<file path="config.mk">
export PLATFORM = sky130hd
export DESIGN_NAME = present_sbox_layer_seq
export DESIGN_NICKNAME = d
export VERILOG_FILES = /design/src/rtl/present_sbox_layer_seq.sv
export SDC_FILE = /design/constraint.sdc
export NUM_CORES = 1
export LEC_CHECK = 0
export ABC_AREA = 1
export CAP_MARGIN = 10
export CORE_ASPECT_RATIO = 1.4
export CORE_MARGIN = 4
export CORE_UTILIZATION = 25
export DETAILED_ROUTE_END_ITERATION = 8
export PLACE_DENSITY = 0.49
export SLEW_MARGIN = 0
export SYNTH_ARGS = -nofsm -noshare
export SYNTH_HDL_FRONTEND = slang
export SYNTH_SLANG_ARGS = --single-unit
</file>
<file path="constraint.sdc">
create_clock -name clk -period 3.1 [get_ports clk]
set_input_delay 0.62 -clock clk [delete_from_list [all_inputs] [get_ports clk]]
set_output_delay 0.62 -clock clk [all_outputs]
set_load 0.05 [all_outputs]
</file>
<file path="src/rtl/present_sbox_layer_seq.sv">
// present_sbox_layer_seq: streams a 2-share 64-bit state nibble-wise through one shared masked PRESENT S-box.
// Optional SBOX_SEQ_ZEROIZE_EN clears state and S-box inputs on completion/abort and outside RUN.
module present_sbox_layer_seq #(
   parameter int NIBBLES  = 16,
   parameter int SBOX_LAT = 1,
   parameter int RND_W    = 8
) (
   input  logic                 clk,
   input  logic                 rst_n,
   input  logic                 in_valid,
   output logic                 in_ready,
   input  logic [4*NIBBLES-1:0] in_sh0,
   input  logic [4*NIBBLES-1:0] in_sh1,
   output logic                 out_valid,
   input  logic                 out_ready,
   output logic [4*NIBBLES-1:0] out_sh0,
   output logic [4*NIBBLES-1:0] out_sh1,
   input  logic                 rnd_valid,
   output logic                 rnd_ready,
   input  logic [RND_W-1:0]     rnd,
   output logic [3:0]           sbox_in0,
   output logic [3:0]           sbox_in1,
   output logic [RND_W-1:0]     sbox_ran,
   input  logic [3:0]           sbox_out0,
   input  logic [3:0]           sbox_out1,
   input  logic                 abort,
   output logic                 busy
);
   localparam int CW = $clog2(NIBBLES + 1);
   localparam int W  = 4 * NIBBLES;
`ifdef SBOX_SEQ_ZEROIZE_EN
   localparam bit ZEROIZE = 1'b1;
`else
   localparam bit ZEROIZE = 1'b0;
`endif

   typedef enum logic [1:0] {IDLE, RUN, DRAIN, DONE} state_t;

   state_t              state;
   logic [CW-1:0]       issue_cnt, ret_cnt;
   logic [SBOX_LAT-1:0] vpipe;
   logic [W-1:0]        sh0, sh1;
   logic                issue, ret, last;
   logic [3:0]          nxt0, nxt1;

   assign in_ready  = state == IDLE;
   assign out_valid = state == DONE;
   assign busy      = state != IDLE;
   assign rnd_ready = state == RUN && !abort;
   assign issue     = rnd_ready && rnd_valid;
   assign ret       = vpipe[SBOX_LAT-1];
   assign last      = issue_cnt == CW'(NIBBLES - 1);
   assign out_sh0   = sh0;
   assign out_sh1   = sh1;
   assign sbox_ran  = rnd;

   // sbox_in is preloaded with the nibble for the next issue so it pairs with rnd on the issue edge
   always_comb begin
      nxt0 = '0;
      nxt1 = '0;
      for (int i = 0; i < NIBBLES; i++) begin
         if (issue_cnt + 1'b1 == CW'(i)) begin
            nxt0 = sh0[4*i +: 4];
            nxt1 = sh1[4*i +: 4];
         end
      end
   end

   always_ff @(posedge clk or negedge rst_n) begin
      if (!rst_n) begin
         state     <= IDLE;
         issue_cnt <= '0;
         ret_cnt   <= '0;
         vpipe     <= '0;
         sh0       <= '0;
         sh1       <= '0;
         sbox_in0  <= '0;
         sbox_in1  <= '0;
      end else if (abort) begin
         state     <= IDLE;
         issue_cnt <= '0;
         ret_cnt   <= '0;
         vpipe     <= '0;
         if (ZEROIZE) begin
            sh0      <= '0;
            sh1      <= '0;
            sbox_in0 <= '0;
            sbox_in1 <= '0;
         end
      end else begin
         vpipe <= SBOX_LAT'({vpipe, issue});
         if (ret) begin
            for (int i = 0; i < NIBBLES; i++) begin
               if (ret_cnt == CW'(i)) begin
                  sh0[4*i +: 4] <= sbox_out0;
                  sh1[4*i +: 4] <= sbox_out1;
               end
            end
            ret_cnt <= ret_cnt + 1'b1;
         end
         if (issue) begin
            issue_cnt <= issue_cnt + 1'b1;
            sbox_in0  <= last ? (ZEROIZE ? 4'h0 : sbox_in0) : nxt0;
            sbox_in1  <= last ? (ZEROIZE ? 4'h0 : sbox_in1) : nxt1;
         end
         case (state)
            IDLE: if (in_valid) begin
               state     <= RUN;
               sh0       <= in_sh0;
               sh1       <= in_sh1;
               issue_cnt <= '0;
               ret_cnt   <= '0;
               sbox_in0  <= in_sh0[3:0];
               sbox_in1  <= in_sh1[3:0];
            end
            RUN:   if (issue && last) state <= DRAIN;
            DRAIN: if (ret_cnt == CW'(NIBBLES)) state <= DONE;
            DONE: if (out_ready) begin
               state <= IDLE;
               if (ZEROIZE) begin
                  sh0      <= '0;
                  sh1      <= '0;
                  sbox_in0 <= '0;
                  sbox_in1 <= '0;
               end
            end
            default: state <= IDLE;
         endcase
      end
   end
endmodule

</file>
## After elaboration in Yosys (flattened, before gate mapping)

Cells that the tools add are included.

| word-level totals | value |
|---|---|
| input port bits | 150 |
| bits in registers | 149 |
| logic and storage cells | 151 |
| output and inout bits | 148 |

| operators by class | value |
|---|---|
| reductions and logical operators | 9 |
| mux-type cells | 93 |
| eq/ne operators | 39 |
| add/sub/neg operators | 2 |

Operator list:

| cell | number |
|---|---|
| $mux 64 | 6 |
| $mux 4 | 72 |
| $eq 5x4->1 const B | 17 |
| $eq 5x3->1 const B | 8 |
| $mux 5 | 8 |
| $eq 5x2->1 const B | 4 |
| $add 5x1->5 const B | 2 |
| $eq 5x1->1 const B | 2 |
| $logic_not 5->1 | 2 |
| $mux 2 | 5 |
| $pmux 2 s4 | 1 |
| $ne 3x2->1 const B | 2 |
| $eq 5x5->1 const B | 1 |
| $eq 2x2->1 const B | 2 |
| $reduce_and 4->1 | 1 |
| $logic_and 1x1->1 | 3 |
| $ne 3x1->1 const B | 1 |
| $ne 3x3->1 const B | 1 |
| $eq 2x1->1 const B | 1 |
| $logic_not 2->1 | 1 |
| $reduce_bool 2->1 | 1 |
| $logic_not 1->1 | 1 |
| $mux 1 | 1 |

## Logic depth before layout (Yosys ltp)

Gate-level depths: netlist (run 1).

| depth | value |
|---|---|
| word-level depth | 22 |
| depth in mapped cells | 29 |
| gate-level depth less buffers | 29 |

## Worst setup path before layout (run 1)

Ideal clock, no wire load.

| path | value |
|---|---|
| kind | input -> register |
| from | input port abort |
| to | register sbox_in0[0] |
| data required time | 2.982 ns |
| setup slack | 0.386 ns |
| path buffers | 1 |
| library setup time | 0.118 ns |
| arrival | 2.596 ns |
| stages on the path | 9 |
| path through | clkbuf_1 nor2_1 nand2_1 nor2_1 inv_1 a21oi_1 nand2_1 nand2_1 nand2_1 |

| on the way | value |
|---|---|
| longest elaborated chain between the ends | 6 |

Ends and longest elaborated chain:

| element | line | text |
|---|---|---|
| from (decl) | 26 | `input logic abort,` |
| $logic_not 1->1 * | 49 | `assign rnd_ready = state == RUN && !abort;` |
| $logic_and 1x1->1 * | 49 |  |
| named net rnd_ready | 19 | `output logic rnd_ready,` |
| $logic_and 1x1->1 * | 50 | `assign issue = rnd_ready && rnd_valid;` |
| $mux 4 * | 101 | `if (issue) begin` |
| $mux 4 | 107 | `IDLE: if (in_valid) begin` |
| $mux 4 * | 106 | `case (state)` |
| to (signal assigned) | 103 | `sbox_in0 <= last ? (ZEROIZE ? 4'h0 : sbox_in0) : nxt0;` |
| to (signal assigned) | 113 | `sbox_in0 <= in_sh0[3:0];` |
| to (decl) | 21 | `output logic [3:0] sbox_in0,` |

The timed path passes the listed nets; every way through them passes the cells marked *.
A chain may end at the register's enable or synchronous reset.

## Final worst setup path (run 1)

| path | value |
|---|---|
| from | register issue_cnt[1] |
| to | register sbox_in0[3] |

| on the way | value |
|---|---|
| longest elaborated chain between the ends | 22 |
| elaborated cells between the ends (all ways) | 38 |
| classes of those cells | 1 x add/sub; 16 x eq/ne; 20 x mux; 1 x reduce/logical |

Ends and longest elaborated chain:

| element | line | text |
|---|---|---|
| from (decl) | 40 | `logic [CW-1:0] issue_cnt, ret_cnt;` |
| from (signal assigned) | 102 | `issue_cnt <= issue_cnt + 1'b1;` |
| $add 5x1->5 | 62 | `if (issue_cnt + 1'b1 == CW'(i)) begin` |
| $logic_not 5->1 | 62 |  |
| $mux 4 (16 in a row) | 62 |  |
| $mux 4 * | 103 |  |
| $mux 4 * | 101 |  |
| $mux 4 | 107 |  |
| $mux 4 * | 106 |  |

Every way passes the cells marked *; elsewhere a longest branch is shown, timed or not.

==> results of run 1 <==
routing by layer:
metal	global-route usage, %	part of all wire, %
met3	3.76	5.0
met4	8.86	3.5
met1	26.7	41
met2	38.0	50
met5	0	0
state kept, by name, indices dropped and copies added, names as in the netlist:
signal and flops:
ret_cnt 5, ret 1, issue_cnt 5, sbox_in1 4
sbox_in0 4, out_sh1 64, state 2, out_sh0 64
cell usage in the layout, fill, tap and decap left out, types with 3 or more instances in the layout:
cell,Yosys,layout
inv_1,184,179
o221ai_1,23,23
clkbuf_16,0,17
dfrtp_1,149,149
o31ai_1,6,6
buf_12,0,4
nand3_1,86,85
o21ai_1,10,10
nor2_4,1,3
nand4_1,7,7
clkdlybuf4s50_1,0,278
nand2_2,4,10
a211oi_1,3,3
buf_4,9,42
a21oi_1,29,29
nor2_2,7,6
nand2_1,315,307
clkinv_4,0,4
clkinvlp_4,0,3
inv_2,6,11
buf_6,1,3
o211ai_1,102,102
ha_1,15,13
inv_6,0,4
nor2_1,49,48
nand2_4,1,3
o21ai_0,181,180
per-stage QoR:
| step | power, mW | setup slack [ns] | hold slack [ns] | instances |
|---|---|---|---|---|
| 6_report | 14.2 | 0.295 | 0.123 | 2016 |
| 5_1_grt | 15.0 | 0.0134 | 0.153 | 2016 |
| 4_1_cts | 14.3 | 0.0168 | 0.125 | 2010 |
| 3_5_place_dp | 12.2 | 0.0443 | 0.495 | 1978 |
| 3_3_place_gp | 12.2 | 0.0688 | 0.498 | 1978 |
| 2_1_floorplan | 8.64 | 0.386 | 0.324 | 1258 |
worst min path at each step:
stage | endpoint | from | slack [ns] | depth (start not counted)
CTS | out_sh0[16] | rst_n | 0.13 | 1
finish | out_sh1[20] | rst_n | 0.12 | 1
floorplan | issue_cnt[0] | rst_n | 0.32 | 0
detailed placement | sbox_in0[0] | sbox_in0[0] | 0.50 | 2
global route | out_sh0[16] | rst_n | 0.15 | 1
global placement | sbox_in0[1] | sbox_in0[1] | 0.50 | 2
cell usage after synthesis:
master,instances
nand3_2,1
o22ai_1,1
nand3b_1,1
nor3_2,1
nand2_1,315
nand2_4,1
o21ai_0,181
a211oi_1,3
buf_6,1
dfrtp_1,149
o211ai_1,102
inv_4,1
buf_1,6
nor3_1,2
nor2_1,49
nand2_2,4
o31ai_1,6
buf_2,4
xor2_1,1
xnor2_2,1
nor2_8,1
nor2_4,1
clkbuf_1,44
nor2_2,7
a311oi_1,1
o221ai_1,23
o21ai_2,1
a21oi_1,29
o21ai_1,10
clkinv_1,3
nand3_1,86
inv_2,6
inv_1,184
ha_1,15
nand4_1,7
a31oi_1,1
buf_4,9
power by group through the flow:
stage,Combinational [mW],Sequential [mW],Clock (mW)
floorplan,2.29,6.35,0
global placement,8.32,3.84,0
detailed placement,8.37,3.83,0
CTS,8.39,3.81,2.06
global route,8.92,3.91,2.14
finish,8.40,3.81,2.02
layout make-up:
| class | count | area [µm²] | share of cell area, % |
|---|---|---|---|
| multi-input cells | 851 | 4460 | 33.6 |
| clock inverters | 12 | 97.6 | 0.736 |
| repair buffers | 328 | 3220 | 24.2 |
| inverters | 194 | 733 | 5.53 |
| well taps | 462 | 578 | 4.36 |
| clock buffers | 20 | 457 | 3.44 |
| flip-flops and latches | 149 | 3730 | 28.1 |
repair_timing:
item	CTS	global route
gates resized for setup	0	29
setup endpoints to repair	0	8
buffers inserted	0	6
kinds of logic (layout without fill, tap and decap cells):
family	after synthesis	in the layout	share of synthesized area, %
simple gates	476	476	21.8
xor+xnor	2	2	0.275
buf+inv	258	554	11.2
compound gates	358	358	23.8
fa+ha+maj	15	15	2.06
flops	149	149	40.9
==> impl_metrics.tcl, run 1 <==
set metrics [dict create \
    cts_max_path_buffers 2 \
    avgSynthCellArea_um2 7.24 \
    finalSetupViolations 0 \
    fill_cells 3788 \
    clockRootBuffer "clkbuf_16" \
    hold_violations 0 \
    seqPwrFrac_pct 26.8 \
    grt-ovfl-total 0 \
    area_growth_pct 45.6 \
    intPower_mw 6.50 \
    layout-drive-gt1-share_pct 8.04 \
    critPathCaptureType "register" \
    ys_seq_area_share_pct 40.9 \
    final_core_util_pct 37.0 \
    reg2reg_depth 29 \
    clkPwrFrac_pct 14.2 \
    cts_tree "done" \
    synthesis.instances 1258 \
    netlist_top_cells_area "dfrtp_1 41%, nand2_1 13%, o21ai_0 9.9%" \
    arrival_ns 3.20 \
    postCtsHoldBufs 0 \
    place_area_um2 12600 \
    syn_nets 1423 \
    synth_area_leader_cell "dfrtp_1" \
    htree_levels 4 \
    ys_seq_elements 149 \
    max_cap_viol_count 0 \
    grtUsageTotal_pct 21.8 \
    rows 82 \
    crit_path_max_fanout 7 \
    wire_per_inst_um 21.8 \
    antenna_found_initial 0 \
    fin_tns_setup_ns 0 \
    critPathRequiredTime_ns 3.49 \
    crit_top_cell "nand2_1" \
    antenna_left 0 \
    path_buf_inv 3 \
    num-nets-final 1706 \
    period_needed_ns 2.81 \
    swShare_pct 54.3 \
    ioPinCount 298 \
    r2r-start "issue_cnt[1]" \
    critical_path.startpoint_type "register" \
    final_area_um2 13300 \
    place.gp.congestion 0.862 \
    port_buffers 281 \
    wirelength_mm 43.9 \
    start_util_pct 25.4 \
    post-route-period-util_pct 90.5 \
    tightest_slew_ns 0.967 \
    worstSkewPairLatency_ns 0.46 \
    clock_skew_ns 0.0148 \
    rrSetupSlack_ns 0.29 \
    endpoint "sbox_in0[3]" \
    dp_hpwl_mm 34.2 \
    die_w_um 169 \
    vias_per_cell 4.96 \
    core_um2 35900 \
    critPathMaxStageDelay_ns 0.41 \
    synth_cell_types 37 \
    vias 10000 \
    drc 0 \
    crit_cells 29 \
    slew_headroom_pct 35.5 \
    slowest_stage "dfrtp_1" \
    cp-startpoint "issue_cnt[1]" \
    drtIter0Drc 828 \
    antenna_cells 0 \
    rsz0062_at_grt "false" \
    path_clk_slew_ns 0.07 \
    pwr-share-comb_pct 59.0 \
    p_switching_mw 7.73 \
    die_y_um 234 \
    dr.pass1.iters 8 \
    grt_pass1_vias 10100 \
    yosys_warnings 0 \
    cts_sinks 149 \
    synth_top_area_share_pct 40.9 \
    timing_max_transition_violations_final 0 \
    fmax_mhz 356 \
    min_path_type "in -> async" \
    p_per_area_nw_per_um2 1070 \
    numCtsBuffers 17 \
    grt_max_degree 59 \
    syn-cell-area_um2 9110 \
    outcome "finished, final reports clean" \
    setup.worst_path.class "reg -> reg" \
    power.leakage_nw 5.77 \
    r2r_end "sbox_in0[3]" \
    grt_pass1_wl_mm 64.4 \
    critical-path-top-delay-family "simple AND/OR/NAND/NOR gates" \
    ir_worst_vdd_mv 0.581 \
    dieArea_um2 39600 \
]
(Power assumes the default switching activity.)
==> run 2: changes to the inputs <==
- CORE_UTILIZATION: 25 -> 47
- PLACE_DENSITY: 0.49 -> 0.82
- REMOVE_ABC_BUFFERS: default -> 1
==> run 2 against run 1 <==
Against the previous run: non-clock buffer count grew 4; critical endpoint is now sbox_in1[3]; critical path type unchanged; largest power group unchanged; clock skew is 0.00081 ns lower; flip-flop and latch count unchanged.
==> impl_metrics.tcl, run 2 (synthesis results as in run 1) <==
set metrics [dict create \
    p_switching_mw 7.55 \
    antenna_cells 0 \
    fmax_mhz 341 \
    cts_sinks 149 \
    grt-busiest-layer "met2" \
    core_um2 19100 \
    htree_levels 4 \
    dp_slack_ns 0.0168 \
    layout-drive-gt1-share_pct 8.66 \
    use_met3_pct 6.98 \
    p_per_area_nw_per_um2 1080 \
    wirelength_mm 39.5 \
    dr.pass1.iters 5 \
    cts_max_path_buffers 2 \
    vias 10700 \
    grt_max_degree 99 \
    fin_tns_setup_ns 0 \
    die_y_um 173 \
    finalSetupViolations 0 \
    critical_path.startpoint_type "register" \
    grt_use_met1_pct 42.0 \
    setup.worst_path.class "reg -> reg" \
    die_w_um 126 \
    wire_per_inst_um 21.9 \
    grt_pass1_vias 10400 \
    numCtsBuffers 17 \
    antenna_found_initial 0 \
    path_clk_slew_ns 0.07 \
    cts_tree "done" \
    final_cell_mix "303 x nand2_1, 278 x clkdlybuf4s50_1, 180 x o21ai_0, 180 x inv_1, 149 x dfrtp_1" \
    ioPinCount 298 \
    antenna_left 0 \
    place.gp.congestion 0.961 \
    clock_skew_ns 0.0140 \
    dp.cells 1766 \
    grtUsageMet2_pct 60.2 \
    instances_no_fill 1806 \
    hold_violations 0 \
    dieArea_um2 21700 \
    timing.final.ws_setup_ns 0.164 \
    tightest_slew_ns 0.742 \
    grt-ovfl-total 0 \
    grtUsageTotal_pct 35.4 \
    final_area_um2 13000 \
    vias_per_cell 5.91 \
    critPathCaptureType "register" \
    fill_cells 1602 \
    outcome "finished, final reports clean" \
    final_core_util_pct 68.0 \
    pwr-share-comb_pct 59.4 \
    clkPwrFrac_pct 13.9 \
    intPower_mw 6.49 \
    rows 60 \
    min_path_type "in -> async" \
    worstSkewPairLatency_ns 0.43 \
    hold_ws_ns 0.120 \
    num-nets-final 1710 \
    ir_worst_vdd_mv 0.703 \
    period_needed_ns 2.94 \
    start_util_pct 47.6 \
    area_growth_pct 42.9 \
    power.leakage_nw 5.79 \
    crit_path_max_fanout 5 \
    grt_pass1_wl_mm 59.9 \
    timing_max_transition_violations_final 0 \
    clockRootBuffer "clkbuf_16" \
    drtIter0Drc 1214 \
    dp_hpwl_mm 30.0 \
    slew_headroom_pct 50.5 \
    post-route-period-util_pct 94.7 \
    swShare_pct 53.8 \
    final_common_cell "nand2_1" \
    fin_total_pwr_mw 14.0 \
    postCtsHoldBufs 0 \
    critPathRequiredTime_ns 3.42 \
    drc 0 \
    port_buffers 281 \
    arrival_ns 3.26 \
    seqPwrFrac_pct 26.8 \
    place_area_um2 12300 \
    max_cap_viol_count 0 \
]
[run 2: cell types whose count changed in the layout (fill, tap and decap cells not counted), sizes merged]
| cell | previous run | this run |
|---|---|---|
| buf | 50 | 54 |
[run 2: worst paths after layout]
kind,depth (start not counted),endpoint,slack [ns],startpoint
setup / recovery,26,sbox_in1[3],0.16,issue_cnt[0]
hold / removal,1,out_sh1[2],0.12,rst_n
setup reg to reg,26,sbox_in1[3],0.16,issue_cnt[0]
hold reg to reg,2,out_sh1[63],0.53,out_sh1[63]
max in group asynchronous,2,issue_cnt[2],2.25,rst_n
min in group clk,2,out_sh1[63],0.53,out_sh1[63]
[run 2: what timing repair did]
action,4_1_cts,5_1_grt
setup endpoints to repair,0,8
setup buffers,0,8
resized for setup,0,33
[run 2: layer usage]
layer  routed length (µm)  up-vias
met5                    0        -
met4                 2390        0
met3                 3560      146
met2                19300      693
met1                14300     5046
li1                     -     4781
[run 2: power groups by stage]
| stage | combinational [mW] | sequential, mW | clock, mW |
|---|---|---|---|
| floorplan | 2.19 | 6.35 | 0 |
| global placement | 8.08 | 3.73 | 0 |
| detailed placement | 8.18 | 3.73 | 0 |
| CTS | 8.21 | 3.71 | 1.95 |
| global route | 8.79 | 3.82 | 2.03 |
| finish | 8.34 | 3.76 | 1.95 |
[run 2: area by class of cell]
cell class	count	area, µm²	area share (%)
Tap cell	248	310	2.38
Clock buffer	20	447	3.43
Clock inverter	12	96.3	0.740
Multi-Input combinational cell	851	4490	34.5
Timing Repair Buffer	332	3220	24.7
Inverter	194	733	5.63
Sequential cell	149	3730	28.6
[run 2: worst max-delay path, stage by stage (launching register included)]
cell and delay [ns]:
dfrtp_1 0.41, ha_4 0.18, nand2_2 0.07, nor2_2 0.05
ha_4 0.31, nand2_2 0.07, inv_2 0.09, nand3_4 0.10
inv_2 0.08, buf_6 0.10, nand2_1 0.08, nand3_1 0.09
nand4_1 0.12, nand2_1 0.09, nand2_1 0.05, nand2_1 0.09
nand2_2 0.08, nand3_1 0.07, nand3_1 0.07, nand2_1 0.11
nand3_1 0.09, nand2_2 0.13, nand2_1 0.05, nand2_1 0.08
nand2_1 0.05, nand2_1 0.05, nand2_1 0.04
